## src/rtl/timer_counter_pkg.sv

```systemverilog
// Shared definitions for the CPU timer: register indices, CTRL layout, mode codes and FSM states.
// CTRL layout matches the architectural view: IM[3], Mode[2:1], Enable[0].
package timer_counter_pkg;

  typedef enum logic [1:0] {
    IDX_CTRL   = 2'd0,
    IDX_PRESET = 2'd1,
    IDX_COUNT  = 2'd2,
    IDX_RSVD   = 2'd3
  } reg_idx_t;

  // Codes 10/11 are not decoded separately; anything but auto-reload acts as one-shot.
  typedef enum logic [1:0] {
    MODE_ONESHOT = 2'b00,
    MODE_RELOAD  = 2'b01,
    MODE_RSVD2   = 2'b10,
    MODE_RSVD3   = 2'b11
  } mode_t;

  typedef struct packed {
    logic  im;
    mode_t mode;
    logic  enable;
  } ctrl_t;

  typedef enum logic [1:0] {
    ST_IDLE = 2'd0,
    ST_LOAD = 2'd1,
    ST_CNT  = 2'd2,
    ST_INT  = 2'd3
  } state_t;

endpackage

```

## src/rtl/timer_counter.sv

```systemverilog
// Memory-mapped down-counter timer with one-shot/auto-reload modes; irq_flag rises N+2 edges after Enable.
// Register writes take effect on the next edge; rdata is combinational; no backpressure (bus always accepted).
module timer_counter
  import timer_counter_pkg::*;
(
  input  logic        clk,
  input  logic        reset,
  input  logic        sel,
  input  logic [1:0]  addr,
  input  logic [31:0] wdata,
  input  logic [3:0]  byteen,
  output logic [31:0] rdata,
  output logic        irq
);

  state_t      state, state_nxt;
  ctrl_t       ctrl, ctrl_nxt;
  logic [31:0] preset;
  logic [31:0] count, count_nxt;
  logic        irq_flag, irq_flag_nxt;
  logic        wr_en, ctrl_wr, preset_wr;

  assign wr_en     = sel && (byteen == 4'b1111);
  assign ctrl_wr   = wr_en && (reg_idx_t'(addr) == IDX_CTRL);
  assign preset_wr = wr_en && (reg_idx_t'(addr) == IDX_PRESET);

  always_comb begin
    state_nxt    = state;
    ctrl_nxt     = ctrl;
    count_nxt    = count;
    irq_flag_nxt = irq_flag;
    case (state)
      ST_IDLE: begin
        if (ctrl.enable) begin
          irq_flag_nxt = 1'b0;
          state_nxt    = ST_LOAD;
        end
      end
      ST_LOAD: begin
        count_nxt = preset;
        state_nxt = ST_CNT;
      end
      ST_CNT: begin
        if (!ctrl.enable) begin
          state_nxt = ST_IDLE;
        end else if (count > 32'd1) begin
          count_nxt = count - 32'd1;
        end else begin
          // COUNT of 0 or 1 both terminate here, so a zero preset never wraps.
          count_nxt    = 32'd0;
          irq_flag_nxt = 1'b1;
          state_nxt    = ST_INT;
        end
      end
      ST_INT: begin
        state_nxt = ST_IDLE;
        if (ctrl.mode == MODE_RELOAD) irq_flag_nxt = 1'b0;
        else                          ctrl_nxt.enable = 1'b0;
      end
      default: state_nxt = ST_IDLE;
    endcase
    // Software CTRL writes override the FSM's own Enable clear and always drop the flag.
    if (ctrl_wr) begin
      ctrl_nxt     = ctrl_t'(wdata[3:0]);
      irq_flag_nxt = 1'b0;
    end
  end

  always_ff @(posedge clk or negedge reset) begin
    if (!reset) begin
      state    <= ST_IDLE;
      ctrl     <= '0;
      preset   <= '0;
      count    <= '0;
      irq_flag <= 1'b0;
    end else begin
      state    <= state_nxt;
      ctrl     <= ctrl_nxt;
      count    <= count_nxt;
      irq_flag <= irq_flag_nxt;
      if (preset_wr) preset <= wdata;
    end
  end

  always_comb begin
    rdata = 32'd0;
    case (reg_idx_t'(addr))
      IDX_CTRL:   rdata = {28'd0, ctrl};
      IDX_PRESET: rdata = preset;
      IDX_COUNT:  rdata = count;
      default:    rdata = 32'd0;
    endcase
  end

  assign irq = ctrl.im & irq_flag;

endmodule

```

## config.mk

```make
export PLATFORM = sky130hd
export DESIGN_NAME = timer_counter
export DESIGN_NICKNAME = d
export VERILOG_FILES = /design/src/rtl/timer_counter_pkg.sv /design/src/rtl/timer_counter.sv
export SDC_FILE = /design/constraint.sdc
export NUM_CORES = 1
export LEC_CHECK = 0
export BUFFER_PORTS_ARGS = -buffer_cell sky130_fd_sc_hd__buf_2
export CAP_MARGIN = 20
export CORE_ASPECT_RATIO = 0.75
export CORE_UTILIZATION = 56
export CTS_CLUSTER_SIZE = 25
export DETAILED_ROUTE_END_ITERATION = 10
export GPL_TIMING_DRIVEN = 0
export HOLD_SLACK_MARGIN = 0.02
export PLACE_DENSITY = 0.8
export SYNTH_ARGS = -nofsm -noshare
export SYNTH_HDL_FRONTEND = slang
export SYNTH_SLANG_ARGS = --single-unit
```

## constraint.sdc

```tcl
create_clock -name clk -period 4.15 [get_ports clk]
set_input_delay 0.415 -clock clk [delete_from_list [all_inputs] [get_ports clk]]
set_output_delay 0.415 -clock clk [all_outputs]
set_load 0.01 [all_outputs]
```

* Word level (Yosys, flattened, before mapping)
Index checks and enable logic that the tools add are counted. W data, S select, Z words.
Word-level totals: logic and storage cells 54, output and inout port bits 33, register bits after elaboration 71
Operators by class: $lt $le $gt $ge 1, bitwise operators 1, muxes and demuxes 17, reduce and logical (&&, ||, !) cells 12, add/subtract/negate cells 1, equal/unequal tests 15
Operators with widths (count):
- $pmux W32 S3 | 1
- $mux W32 | 2
- $pmux W32 S2 | 1
- $gt A32 B1 Y1 const B | 1
- $sub A32 B1 Y32 const B | 1
- $ne A3 B3 Y1 const B | 5
- $mux W1 | 8
- $pmux W2 S4 | 1
- $eq A2 B1 Y1 const B | 3
- $eq A2 B2 Y1 const B | 3
- $mux W2 | 3
- $ne A2 B2 Y1 const B | 3
- $reduce_and A2 Y1 | 3
- $reduce_and A5 Y1 | 1
- $eq A4 B4 Y1 const B | 1
- $logic_not A2 Y1 | 2
- $reduce_bool A2 Y1 | 2
- $reduce_bool A4 Y1 | 1
- $logic_and A1 B1 Y1 | 3
- $pmux W1 S3 | 1
- $and A1 B1 Y1 | 1

* Longest topological paths before layout
depth in word-level cells 5, depth in mapped cells 7

* Worst setup path after synthesis
Ideal clock, no wire load.
path type register to register, from register count[0], to register count[30], period minus slack after synthesis 2.130 ns, data arrival time 1.995 ns, path slack 2.020 ns, stages on the path, launching flop included 8, library setup time 0.135 ns, cells stage by stage dfrtp_1 -> inv_1 -> ha_1 -> nor3b_2 -> nand4_1 -> or4_1 -> a31oi_1 -> o311ai_1
On the way: longest elaborated chain between the ends 4, elaborated cells between the ends (all ways) 5, those cells by class 1 x add/sub; 1 x order compare; 3 x mux
Ends and longest elaborated chain:
- start: declaration | RTL line timer_counter.sv:19 | logic [31:0] count, count_nxt;
- start signal: assignment | RTL line timer_counter.sv:79 | count <= count_nxt;
- $sub A32 B1 Y32 or $gt A32 B1 Y1 (tied branches) | RTL line timer_counter.sv:47, timer_counter.sv:46
- $mux W32 * | RTL line timer_counter.sv:46 | end else if (count > 32'd1) begin
- $mux W32 * | RTL line timer_counter.sv:44 | if (!ctrl.enable) begin
- $pmux W32 S2 * | RTL line timer_counter.sv:32 | case (state)
Every way passes the cells marked *; elsewhere a longest branch is shown, timed or not. The select of a mux whose other input is x is not followed. A chain may end at the register's enable or synchronous reset.

* Final worst setup path
from input port addr[1], to output port rdata[26]
On the way: longest elaborated chain between the ends 2, elaborated cells between the ends (all ways) 4, those cells by class 2 x eq/ne; 1 x mux; 1 x reduce/logical
Ends and longest elaborated chain:
- start: declaration | RTL line timer_counter.sv:9 | input logic [1:0] addr,
- $eq A2 B2 Y1 (tied with other cells) | RTL line timer_counter.sv:87 | case (reg_idx_t'(addr))
- $pmux W32 S3 * | RTL line timer_counter.sv:87
- end: declaration | RTL line timer_counter.sv:12 | output logic [31:0] rdata,
Every way passes the cells marked *; elsewhere a longest branch is shown, timed or not.

==> reports/qor.yml <==
synth-xor-area-share_pct: 0
viasPerCell: 6.43
pin_count: 74
core_mm2: 0.00690
cp_data_required_time_ns: 3.73
cts_sinks: 71
synth_top_family_by_area: "compound AO/OA/AOI/OAI gates"
postRouteAntennaNets: 0
num_vias: 3692
powerDensity_mw_per_mm2: 598
cts_buffers: 9
drv_cap: 0
total_leakage_power_nw: 2.19
nets: 516
yosysSeqAreaShare_pct: 44.0
hpwl_mm: 7.78
path_clk_slew_ns: 0.08
clkPwrFrac_pct: 17.3
worst-path-max-fanout: 10
fin_util_pct: 68.0
ys_types: 58
ys.flop_type: "dfrtp_1"
synthSimpleGateAreaFrac_pct: 15.6
grt_overflow: 0
die_h_um: 75.5
combPwrFrac_pct: 43.1
fin_crit_ns: 2.77
yosys_warnings: 0
status: "finished clean"
cts_max_path_buffers: 2
drcViolationCount: 0
avgSynthCellArea_um2: 10.4
start_util_pct: 58.5
dr.pass1.iters: 6
grt_usage_pct: 32.1
endpoint_kind: "output pin"
hold_viol: 0
syn2layout_area_growth_pct: 16.1
antenna_found_initial: 0
finalClockSkew_ns: 0.0117
path_class: "in2out"
drt_iter0_drc: 382
synthArstFlopShare_pct: 100
htree_levels: 3
row_count: 26
root_buffer: "clkbuf_8"
pwr-share-seq_pct: 39.6
synthAdderAreaFrac_pct: 0.620
routedWlPerCell_um: 19.8
synth_nets: 433
worstMarginPinSlew_ns: 0.888
synth_compound_area_share_pct: 25.1
ir_worst_vdd_mv: 0.271
finalSetupTns_ns: 0
start_kind: "input port"
ctsHoldBuffers: 0
layout-drive-gt1-share_pct: 28.2
rsz0062_at_grt: "false"
syn_inst: 390
final_common_cell: "buf_2"
synth_edf_count: 0
wl_mm: 11.4
muxShareOfSynthArea_pct: 10.6
postCtsSetupBuffers: 0
switching_share_pct: 42.8
cts_tree: "yes"
grt_pass1_vias: 3449
grt_pass1_wl_mm: 17.8
finalSetupViolations: 0
dieWidth_um: 100
drv_slew: 0
finalCritPeriodShare_pct: 66.8
syn-cell-area_mm2: 0.00404
diodes: 0
place.gp.congestion: 0.945
maxSlewHeadroom_pct: 40.8
grt_max_degree: 72
ys_ff_latch: 71
mostFrequentLayoutCells: "buf_2 (76), dfrtp_1 (71), a22o_1 (39)"
clk_latency_ns: 0.36
post_cts_resized: 0
p_sw_mw: 1.20
fmax_mhz: 361
fp.dieArea_mm2: 0.00756
portBuffers: 72
worst_ep_arrival_time_ns: 2.36
p_int_mw: 1.60
hold_class: "in2async"
per-stage QoR:
stage	instance area, µm²	total power, mW	instances	hold slack [ns]	worst slack, ns
2_1_floorplan	4040	1.94	390	0.119	2.02
3_3_place_gp	4520	2.25	560	0.485	1.44
3_5_place_dp	4520	2.29	560	0.498	1.42
4_1_cts	4690	2.78	574	0.223	1.40
5_1_grt	4690	2.97	574	0.272	1.24
6_report	4690	2.80	574	0.191	1.38
worst max-delay path: stages:
cell and delay [ns]:
clkbuf_1 0.31, nor2b_1 0.18, clkbuf_1 0.46, clkbuf_1 0.62
a22o_1 0.23, buf_2 0.13
power by group through the flow:
stage	clock network (mW)	logic [mW]	registers (mW)
global placement	0	1.15	1.10
CTS	0.492	1.19	1.10
global route	0.516	1.32	1.14
floorplan	0	0.887	1.05
finish	0.486	1.21	1.11
detailed placement	0	1.18	1.12
logic make-up (layout without fill, tap and decap cells):
kind of cell / count (synthesis) / count (layout)
AOI/OAI and AO/OA: 133 / 133
and+or+nand+nor: 105 / 105
DFF: 71 / 71
buffers and inverters: 40 / 126
muxes: 39 / 39
adders and majority gates: 2 / 2
final cells by class:
| class | instances | area (µm²) |
|---|---|---|
| Tap cell | 98 | 123 |
| Clock inverter | 1 | 5.00 |
| Timing Repair Buffer | 72 | 363 |
| Clock buffer | 13 | 159 |
| Buffer | 28 | 119 |
| Multi-Input combinational cell | 279 | 2100 |
| Inverter | 12 | 45.0 |
| Sequential cell | 71 | 1780 |
| Fill cell | 579 | 2210 |
synthesized netlist by cell type (all sizes together) (2+ instances only):
| master | count | share of area [%] |
|---|---|---|
| a31oi | 4 | 0.62 |
| o41a | 2 | 0.56 |
| a32o | 2 | 0.50 |
| buf | 8 | 1.1 |
| nand2b | 2 | 0.31 |
| or4 | 4 | 0.74 |
| o31a | 2 | 0.43 |
| nor2 | 12 | 1.1 |
| o31ai | 5 | 1.3 |
| o41ai | 3 | 0.65 |
| and3 | 6 | 0.93 |
| o22ai | 2 | 0.46 |
| a221o | 5 | 1.2 |
| mux2i | 8 | 2.0 |
| o2bb2ai | 3 | 0.65 |
| nand3b | 3 | 0.87 |
| nand2 | 30 | 2.9 |
| nand4 | 4 | 0.62 |
| a22o | 39 | 8.5 |
| a22oi | 9 | 1.7 |
| a32oi | 3 | 0.65 |
| mux2 | 31 | 8.6 |
| a21oi | 9 | 1.1 |
| nor2b | 8 | 1.2 |
| clkbuf | 20 | 1.9 |
| o21ai | 33 | 4.1 |
| inv | 12 | 1.1 |
| nor4 | 9 | 2.7 |
| nor3 | 11 | 1.5 |
| and2 | 2 | 0.31 |
| dfrtp | 71 | 44 |
| or3 | 5 | 1.0 |
| ha | 2 | 0.62 |
| nand3 | 7 | 0.87 |
| a21o | 2 | 0.37 |
final timing paths:
check | to | cells past startpoint | slack (ns) | start
worst max-delay path | rdata[26] | 6 | 1.38 | addr[1]
worst min-delay path | count[1] | 1 | 0.19 | reset
worst max register to register | count[30] | 7 | 1.45 | count[0]
worst min register to register | ctrl[3] | 2 | 0.52 | ctrl[3]
max in group asynchronous | preset[22] | 1 | 3.39 | reset
min in group clk | ctrl[3] | 3 | 0.28 | wdata[3]
flip-flops by register name, indices dropped and copies added (netlist names):
signal	flops
preset	32
state	2
ctrl	4
irq_flag	1
count	32
layer usage:
metal	vias to the layer above	part of all wire [%]	global-route usage, %
met5	-	0	0
met4	0	1.8	11.4
met3	24	10	9.54
met2	215	45	51.0
met1	1784	43	42.7
li1	1669	-	-
No activity file was read; power rests on OpenSTA's default activity.
